--- src/rtl/dmem_ctrl.sv ---
`default_nettype none
// ============================================================================
//  Module   : dmem_ctrl
//  Purpose  : Data-memory controller between the core load/store port and a
//             word-organised synchronous data RAM. Converts byte/half/word
//             loads and stores into word accesses. Sub-word stores use
//             read-modify-write. Load data is sign- or zero-extended.
//             Misaligned requests are flagged. The core is stalled until
//             each access completes.
//  Options  : DMEM_BOUND_CHECK_EN - when defined, a request with any address
//             bit above the RAM range set is reported as an address error.
//  Ports    : clk, rst            clock, asynchronous active-high reset
//             req_ren / req_wen   load / store request (store wins)
//             req_addr            byte address
//             req_size            00 byte, 01 half, 1x word
//             req_signed          sign-extend load data when 1
//             req_wdata           right-aligned store data
//             req_rdata           registered load result
//             stall               core must hold and freeze while high
//             addr_err            one-cycle misaligned/out-of-range flag
//             ram_we/addr/din     registered RAM write enable, address, data
//             ram_dout            RAM read data
//  Revision : 1.0 - initial release
// ============================================================================
module dmem_ctrl #(
   parameter int RAM_AWIDTH  = 10,
   parameter int RAM_LATENCY = 1
) (
   input  logic                  clk,
   input  logic                  rst,
   input  logic                  req_ren,
   input  logic                  req_wen,
   input  logic [31:0]           req_addr,
   input  logic [1:0]            req_size,
   input  logic                  req_signed,
   input  logic [31:0]           req_wdata,
   output logic [31:0]           req_rdata,
   output logic                  stall,
   output logic                  addr_err,
   output logic                  ram_we,
   output logic [RAM_AWIDTH-1:0] ram_addr,
   output logic [31:0]           ram_din,
   input  logic [31:0]           ram_dout
);

   localparam logic [2:0] c_LAT = 3'(RAM_LATENCY);

   typedef enum logic [1:0] {
      S_IDLE    = 2'd0,
      S_RD_WAIT = 2'd1,
      S_WR      = 2'd2,
      S_DONE    = 2'd3
   } state_t;

   state_t                r_state;
   state_t                w_state_nxt;

   // Request fields latched when an access is accepted
   logic [1:0]            r_off;
   logic [1:0]            r_size;
   logic                  r_signed;
   logic                  r_is_store;
   logic [31:0]           r_wdata;
   logic [2:0]            r_cnt;

   logic [31:0]           r_rdata;
   logic                  r_ram_we;
   logic [RAM_AWIDTH-1:0] r_ram_addr;
   logic [31:0]           r_ram_din;

   logic                  w_req;
   logic                  w_misalign;
   logic                  w_oob;
   logic                  w_addr_err;
   logic                  w_accept;
   logic                  w_word_store;
   logic                  w_sample;
   logic [7:0]            w_byte;
   logic [15:0]           w_half;
   logic [31:0]           w_load;
   logic [31:0]           w_merge;

`ifdef DMEM_BOUND_CHECK_EN
   always_comb w_oob = |req_addr[31:RAM_AWIDTH+2];
`else
   // Upper address bits alias onto the RAM; they are intentionally ignored.
   logic w_unused_hi;
   always_comb w_unused_hi = ^req_addr[31:RAM_AWIDTH+2];
   always_comb w_oob = 1'b0;
`endif

   // ------------------------------------------------------------------
   // Request qualification
   // ------------------------------------------------------------------
   always_comb begin
      w_req        = req_ren | req_wen;
      w_word_store = req_wen & req_size[1];
      case (req_size)
         2'b00:   w_misalign = 1'b0;
         2'b01:   w_misalign = req_addr[0];
         default: w_misalign = |req_addr[1:0];
      endcase
      w_addr_err = ~rst & (r_state == S_IDLE) & w_req & (w_misalign | w_oob);
   end

   // ------------------------------------------------------------------
   // Next state
   // ------------------------------------------------------------------
   always_comb begin
      w_state_nxt = r_state;
      w_accept    = 1'b0;
      w_sample    = 1'b0;
      case (r_state)
         S_IDLE: begin
            if (w_req && !w_addr_err) begin
               w_accept    = 1'b1;
               w_state_nxt = w_word_store ? S_WR : S_RD_WAIT;
            end
         end
         S_RD_WAIT: begin
            // cnt==LAT is the first cycle ram_dout reflects ram_addr
            if (r_cnt == c_LAT) begin
               w_sample    = 1'b1;
               w_state_nxt = r_is_store ? S_WR : S_DONE;
            end
         end
         S_WR:    w_state_nxt = S_DONE;
         default: w_state_nxt = S_IDLE;
      endcase
   end

   // ------------------------------------------------------------------
   // Lane extraction (loads) and lane merge (sub-word stores)
   // ------------------------------------------------------------------
   always_comb begin
      w_byte = ram_dout[{r_off, 3'b000} +: 8];
      w_half = ram_dout[{r_off[1], 4'b0000} +: 16];
      case (r_size)
         2'b00:   w_load = {{24{r_signed & w_byte[7]}}, w_byte};
         2'b01:   w_load = {{16{r_signed & w_half[15]}}, w_half};
         default: w_load = ram_dout;
      endcase

      w_merge = ram_dout;
      case (r_size)
         2'b00:   w_merge[{r_off, 3'b000} +: 8]     = r_wdata[7:0];
         2'b01:   w_merge[{r_off[1], 4'b0000} +: 16] = r_wdata[15:0];
         default: w_merge = r_wdata;
      endcase
   end

   // ------------------------------------------------------------------
   // State and datapath registers
   // ------------------------------------------------------------------
   always_ff @(posedge clk or posedge rst) begin
      if (rst) begin
         r_state    <= S_IDLE;
         r_off      <= 2'b00;
         r_size     <= 2'b00;
         r_signed   <= 1'b0;
         r_is_store <= 1'b0;
         r_wdata    <= 32'h0;
         r_cnt      <= 3'd0;
         r_rdata    <= 32'h0;
         r_ram_we   <= 1'b0;
         r_ram_addr <= '0;
         r_ram_din  <= 32'h0;
      end else begin
         r_state  <= w_state_nxt;
         // Write enable is only ever set for the single cycle spent in WR
         r_ram_we <= 1'b0;

         if (w_accept) begin
            r_off      <= req_addr[1:0];
            r_size     <= req_size;
            r_signed   <= req_signed;
            r_is_store <= req_wen;
            r_wdata    <= req_wdata;
            r_ram_addr <= req_addr[RAM_AWIDTH+1:2];
            r_cnt      <= 3'd0;
            if (w_word_store) begin
               r_ram_din <= req_wdata;
               r_ram_we  <= 1'b1;
            end
         end

         if (r_state == S_RD_WAIT) begin
            r_cnt <= r_cnt + 3'd1;
         end

         if (w_sample) begin
            if (r_is_store) begin
               r_ram_din <= w_merge;
               r_ram_we  <= 1'b1;
            end else begin
               r_rdata <= w_load;
            end
         end
      end
   end

   always_comb begin
      stall     = ~rst & ((r_state == S_RD_WAIT) || (r_state == S_WR) ||
                          ((r_state == S_IDLE) && w_req && !w_addr_err));
      addr_err  = w_addr_err;
      req_rdata = r_rdata;
      ram_we    = r_ram_we;
      ram_addr  = r_ram_addr;
      ram_din   = r_ram_din;
   end

endmodule
`default_nettype wire

--- config.mk ---
export PLATFORM = sky130hd
export DESIGN_NAME = dmem_ctrl
export DESIGN_NICKNAME = d
export VERILOG_FILES = /design/src/rtl/dmem_ctrl.sv
export SDC_FILE = /design/constraint.sdc
export NUM_CORES = 1
export LEC_CHECK = 0
export ABC_AREA = 1
export BUFFER_PORTS_ARGS = -buffer_cell sky130_fd_sc_hd__buf_2
export CAP_MARGIN = 10
export CORE_ASPECT_RATIO = 0.8
export CORE_MARGIN = 8
export CORE_UTILIZATION = 25
export DETAILED_ROUTE_END_ITERATION = 12
export GPL_TIMING_DRIVEN = 0
export MAX_ROUTING_LAYER = met4
export PLACE_DENSITY = 0.51
export SYNTH_ARGS = -nofsm -noshare
export SYNTH_HDL_FRONTEND = slang
export SYNTH_SLANG_ARGS = --single-unit
--- constraint.sdc ---
create_clock -name clk -period 5 [get_ports clk]
set_clock_uncertainty 0.05 [all_clocks]
set_input_delay 0.25 -clock clk [delete_from_list [all_inputs] [get_ports clk]]
set_output_delay 0.25 -clock clk [all_outputs]
set_load 0.005 [all_outputs]
# Word level (Yosys, flattened, before mapping)
# Index checks and enable logic that the tools add are counted.
word_totals:
  inputBits: 103
  reg_bits: 118
  word_cells: 74
classes:
  n_eq_ne: 7
  bitwise_logic: 10
  n_reduce_logical: 13
  n_addsub: 3
  shift: 6
  n_mux: 24
ops:
  columns: ["operator", "n"]
  rows:
  - ["$mux 32", 4]
  - ["$pmux 32 s2", 2]
  - ["$bwmux 32", 2]
  - ["$shift 16x7->32 const A", 1]
  - ["$shift 8x7->32 const A", 1]
  - ["$shiftx 16x7->32", 1]
  - ["$shiftx 32x6->16", 1]
  - ["$shiftx 32x6->8", 1]
  - ["$shiftx 8x7->32", 1]
  - ["$neg 5->7", 2]
  - ["$mux 1", 9]
  - ["$and 1x1->1", 7]
  - ["$eq 2x1->1 const B", 3]
  - ["$logic_not 2->1", 3]
  - ["$mux 2", 3]
  - ["$mux 3", 2]
  - ["$pmux 2 s3", 1]
  - ["$ne 2x2->1 const B", 2]
  - ["$reduce_and 2->1", 2]
  - ["$add 3x1->3 const B", 1]
  - ["$eq 3x1->1 const B", 1]
  - ["$logic_and 1x1->1", 3]
  - ["$eq 2x2->1 const B", 1]
  - ["$logic_or 1x1->1", 2]
  - ["6 further kinds", 7]

# Logic depth before layout (Yosys ltp)
depth:
  word_depth: 11
  mapped_depth: 13
  ltp_nobuf: 10

# Worst setup path after synthesis
# No wires, ideal clock.
synth_path:
  kind: "input to output"
  start: "in rst"
  end: "out stall"
  n_path_buf: 1
  slack_ns: 0.933
  t_arrival_ns: 3.767
  stages: 7
  required_time_ns: 4.700
  path_cell_list: "inv_1 > nand2_1 > nor2_4 > nand3_4 > nand2_2 > buf_2 > a21oi_1"
synth_between:
  elab_chain_len: 8
synth_lines:
  columns: ["element", "line", "text"]
  rows:
  - ["from (decl)", "30", "input logic rst,"]
  - ["$not 1->1 (*)", "103, 203", null]
  - ["$and 1x1->1 (3 in series)", "103", "w_addr_err = ~rst & (r_state == S_IDLE) & w_req & (w_misalign | w_oob);"]
  - ["$logic_not 1->1", "204", "((r_state == S_IDLE) && w_req && !w_addr_err));"]
  - ["$logic_and 1x1->1", "204", null]
  - ["$logic_or 1x1->1", "203", "stall = ~rst & ((r_state == S_RD_WAIT) || (r_state == S_WR) ||"]
  - ["$and 1x1->1 (*)", "203", null]
  - ["to (decl)", "38", "output logic stall,"]
# Every way passes the cells marked *; elsewhere a longest branch is shown, timed or not.

# Final worst setup path
layout_path:
  start: "reg r_off[1]"
  end: "reg r_ram_din[14] (netlist: ram_din[14])"
layout_between:
  elab_chain_len: 6
  word_cells_on_any_way: 11
  classes_between: "add/sub: 2; shift: 4; mux: 5"
layout_lines:
  columns: ["element", "line", "text"]
  rows:
  - ["from (decl)", "59", "logic [1:0] r_off;"]
  - ["from (signal assigned)", "174", "r_off <= req_addr[1:0];"]
  - ["$neg 5->7 (on tied branches)", "147, 146", null]
  - ["$shiftx 16x7->32 (tied with other cells)", "147", "2'b01: w_merge[{r_off[1], 4'b0000} +: 16] = r_wdata[15:0];"]
  - ["$bwmux 32 (on tied branches)", "147, 146", null]
  - ["$pmux 32 s2 (*)", "145", "case (r_size)"]
  - ["$mux 32 (*)", "192", "if (r_is_store) begin"]
  - ["$mux 32 (*)", "191", "if (w_sample) begin"]
  - ["to (signal assigned)", "182", "r_ram_din <= req_wdata;"]
  - ["to (signal assigned)", "193", "r_ram_din <= w_merge;"]
  - ["to (decl)", "69", "logic [31:0] r_ram_din;"]
# Marked as above.
# A chain may end at the register's enable or synchronous reset.

==> reports/qor.csv <==
metric;value;unit
status;completed;
syn_area_per_cell;7.33;sq um
path_clk_slew;50;ps
synth_compound_area_frac;0.161;
path_class;reg2reg;
yosys_warnings;0;
wl_per_cell;18.4;um
yosys.area_share.simple;0.301;
cts_buffers;17;
drt_first_iter_violations;562;
synth_top_area_cell;dfrtp_1;
port_buffers;159;
slew_headroom;0.482;
final_nets;1267;
crit_path_cell_trace;buf_4 > inv_2 > buf_2 > ha_1 > clkbuf_1 > nand2_1 > o22ai_1 > nand2_1 > nand2_1 > nand2_1 > nand3_1;
ctsHtreeMaxLevel;4;
synth_top_area_frac;0.428;
final-setup-viol-count;0;
first_pass_iters;5;
setup.worst_path.end_class;flop;
route.detailed.drc;0;
period_needed;2620;ps
cts.sinks;118;
crit_arrival;2940;ps
critPathLaunchType;flop;
irDropWorstVdd;0.351;mV
ys_seq_area_frac;0.428;
rsz0062_at_grt;no;
fillers;2957;
via_count;7143;
core;27200;sq um
rows;54;
cts_setup_buffers;0;
holdWs;12.5;ps
crit_path_frequent_cell;nand2_1;
power.static_leakage;4.64;nW
initial_utilization;0.253;
ctsRootBufferMaster;clkbuf_16;
grt_overflow;0;
grt_pass1_wl;43000;um
power.density;646;nW/um^2
synth_area_leaders;dfrtp_1, nand2_1, nand3_1;
hold_viol_final;0;
cts.repair.resized;0;
maxCapViolations;0;
synthXorXnorAreaFrac;0;
die_area;33200;sq um
post-route-period-util;0.524;
synth_top_family_by_area;simple AND/OR/NAND/NOR gates;
ant_nets;0;
clk_latency;440;ps
grt_antenna_before_repair;5;
syn-num-nets;1055;
synth_cell_types;34;
ys_seq_elements;118;
critPathSlowestCell;dfrtp_1;
syn2layout_area_growth;32.1;%
fmax;382;MHz
muxShareOfSynthArea;0;
drv_slew;0;
postLayoutCoreUtil;0.335;
hold_class;in2reg;
grt_start_max_net_pins;75;
syn_area;6900;sq um
crit_family;buffers and inverters;
required;5310;ps
critPathMaxStageDelay;440;ps
gp_congestion;0.914;
die_width;202;um
crit_buf_inv;4;
post-dp-hpwl;21700;um
vias_per_cell;4.65;
grt_usage;0.174;
worstMarginPinSlew;769;ps
synthAdderAreaFrac;0.0199;
grt_pass1_vias;7221;
tns;0;ps
die_h;165;um
drive_gt1_frac;0.225;
drt_wl_total;28200;um
crit_path_max_fanout;12;
tritoncts;done;
ios;180;
netlist_instances;941;
clockBufferDepth;2;
## cell families after synthesis
kind of cell               after synthesis
and+or+nand+nor                        484
AOI/OAI and AO/OA                      195
buffers and inverters                  133
DFF                                    118
adders and majority gates               11
## worst reg2reg max path: stages, from the launching register on
cell and delay, ps:
dfrtp_1 440, buf_4 210, inv_2 150, buf_2 300, ha_1 200, clkbuf_1 360, nand2_1 310, o22ai_1 220
nand2_1 80, nand2_1 100, nand2_1 60, nand3_1 80
## sequential cells by signal, summed over array words and instances, names as in the netlist
signal	flops
r_state	2
r_size	2
r_wdata	32
req_rdata	32
r_off	2
r_signed	1
r_cnt	3
r_is_store	1
ram_we	1
ram_addr	10
ram_din	32
## cell usage after synthesis
library cell	instances
nor3_4	1
dfrtp_1	118
o211ai_1	2
nand4_1	13
o21ai_1	3
clkinv_1	1
buf_6	11
a21oi_2	10
nand3_1	84
ha_1	11
nor2_1	52
inv_1	69
o22a_1	1
o22ai_1	25
nand2_1	319
and2_1	1
nand3_2	1
o21ai_2	1
o21a_1	1
o21ai_0	70
nor3_1	1
o21bai_4	1
buf_1	1
a31oi_1	1
buf_4	4
clkbuf_1	16
nand2_2	4
nand3_4	3
nor2_8	1
a21oi_1	65
nor2_4	4
inv_2	9
buf_2	22
a22oi_1	15
## through the flow
step | area [sq um] | worst slack, ps | total power [W] | instances
final | 9120 | 2380 | 0.00590 | 1535
after global routing | 9120 | 2170 | 0.00638 | 1535
after CTS | 9110 | 2340 | 0.00592 | 1530
after detailed placement | 8190 | 2460 | 0.00460 | 1465
after global placement | 8150 | -815 | 0.00457 | 1464
after floorplan | 6900 | 933 | 0.00351 | 941
## where the power goes
part           switching (W)  total [W]  internal [W]  leakage, nW
registers           0.000317    0.00174       0.00142         1.44
clock network       0.000473    0.00128      0.000804        0.293
logic                0.00184    0.00288       0.00104         2.90
## path summary, 6_finish.rpt
path,slack [ps],to,cells after the start,from
max,2380,ram_din[14],11,r_off[1]
min,10,r_wdata[29],3,req_wdata[29]
max reg2reg,2380,ram_din[14],11,r_off[1]
min reg2reg,430,ram_din[18],2,ram_din[18]
max in group asynchronous,3790,req_rdata[21],4,rst
min in group asynchronous,350,ram_addr[8],3,rst
## final cells by class
class / count / area [sq um] / area share
multi-input cells: 690 / 3320 / 0.365
diodes: 5 / 12.5 / 0.00137
clock inverters: 10 / 128 / 0.0140
flip-flops and latches: 118 / 2950 / 0.324
well taps: 364 / 455 / 0.0499
clock buffers: 22 / 464 / 0.0509
repair buffers: 193 / 1150 / 0.126
inverters: 79 / 302 / 0.0331
plain buffers: 54 / 328 / 0.0359
## cell usage in the layout, fill, tap and decap left out, types with 2 or more instances in the layout
master	netlist	final
nand2_1	319	319
buf_2	22	181
dfrtp_1	118	118
nand3_1	84	84
o21ai_0	70	70
inv_1	69	68
a21oi_1	65	65
nor2_1	52	52
dlygate4sd3_1	0	33
o22ai_1	25	25
clkbuf_1	16	19
clkbuf_16	0	17
a22oi_1	15	15
nand4_1	13	13
buf_6	11	11
ha_1	11	11
a21oi_2	10	10
inv_2	9	9
clkinv_2	0	6
diode_2	0	5
nor2_4	4	4
nand2_2	4	4
buf_4	4	4
nand3_4	3	3
o21ai_1	3	3
bufinv_16	0	3
o211ai_1	2	2
clkbuf_8	0	2
## metal layers
layer,track usage,wire length (um),up-vias
li1,-,-,3526
met1,0.239,14200,3376
met2,0.253,12100,218
met3,0.0396,1590,23
met4,0.0461,316,0
met5,-,0,-
## timing repair
item / in CTS / in global routing
endpoints found under the setup margin: 0 / 0
hold endpoints to repair: 76 / 0
hold buffers: 33 / 0
(Power assumes the default switching activity.)
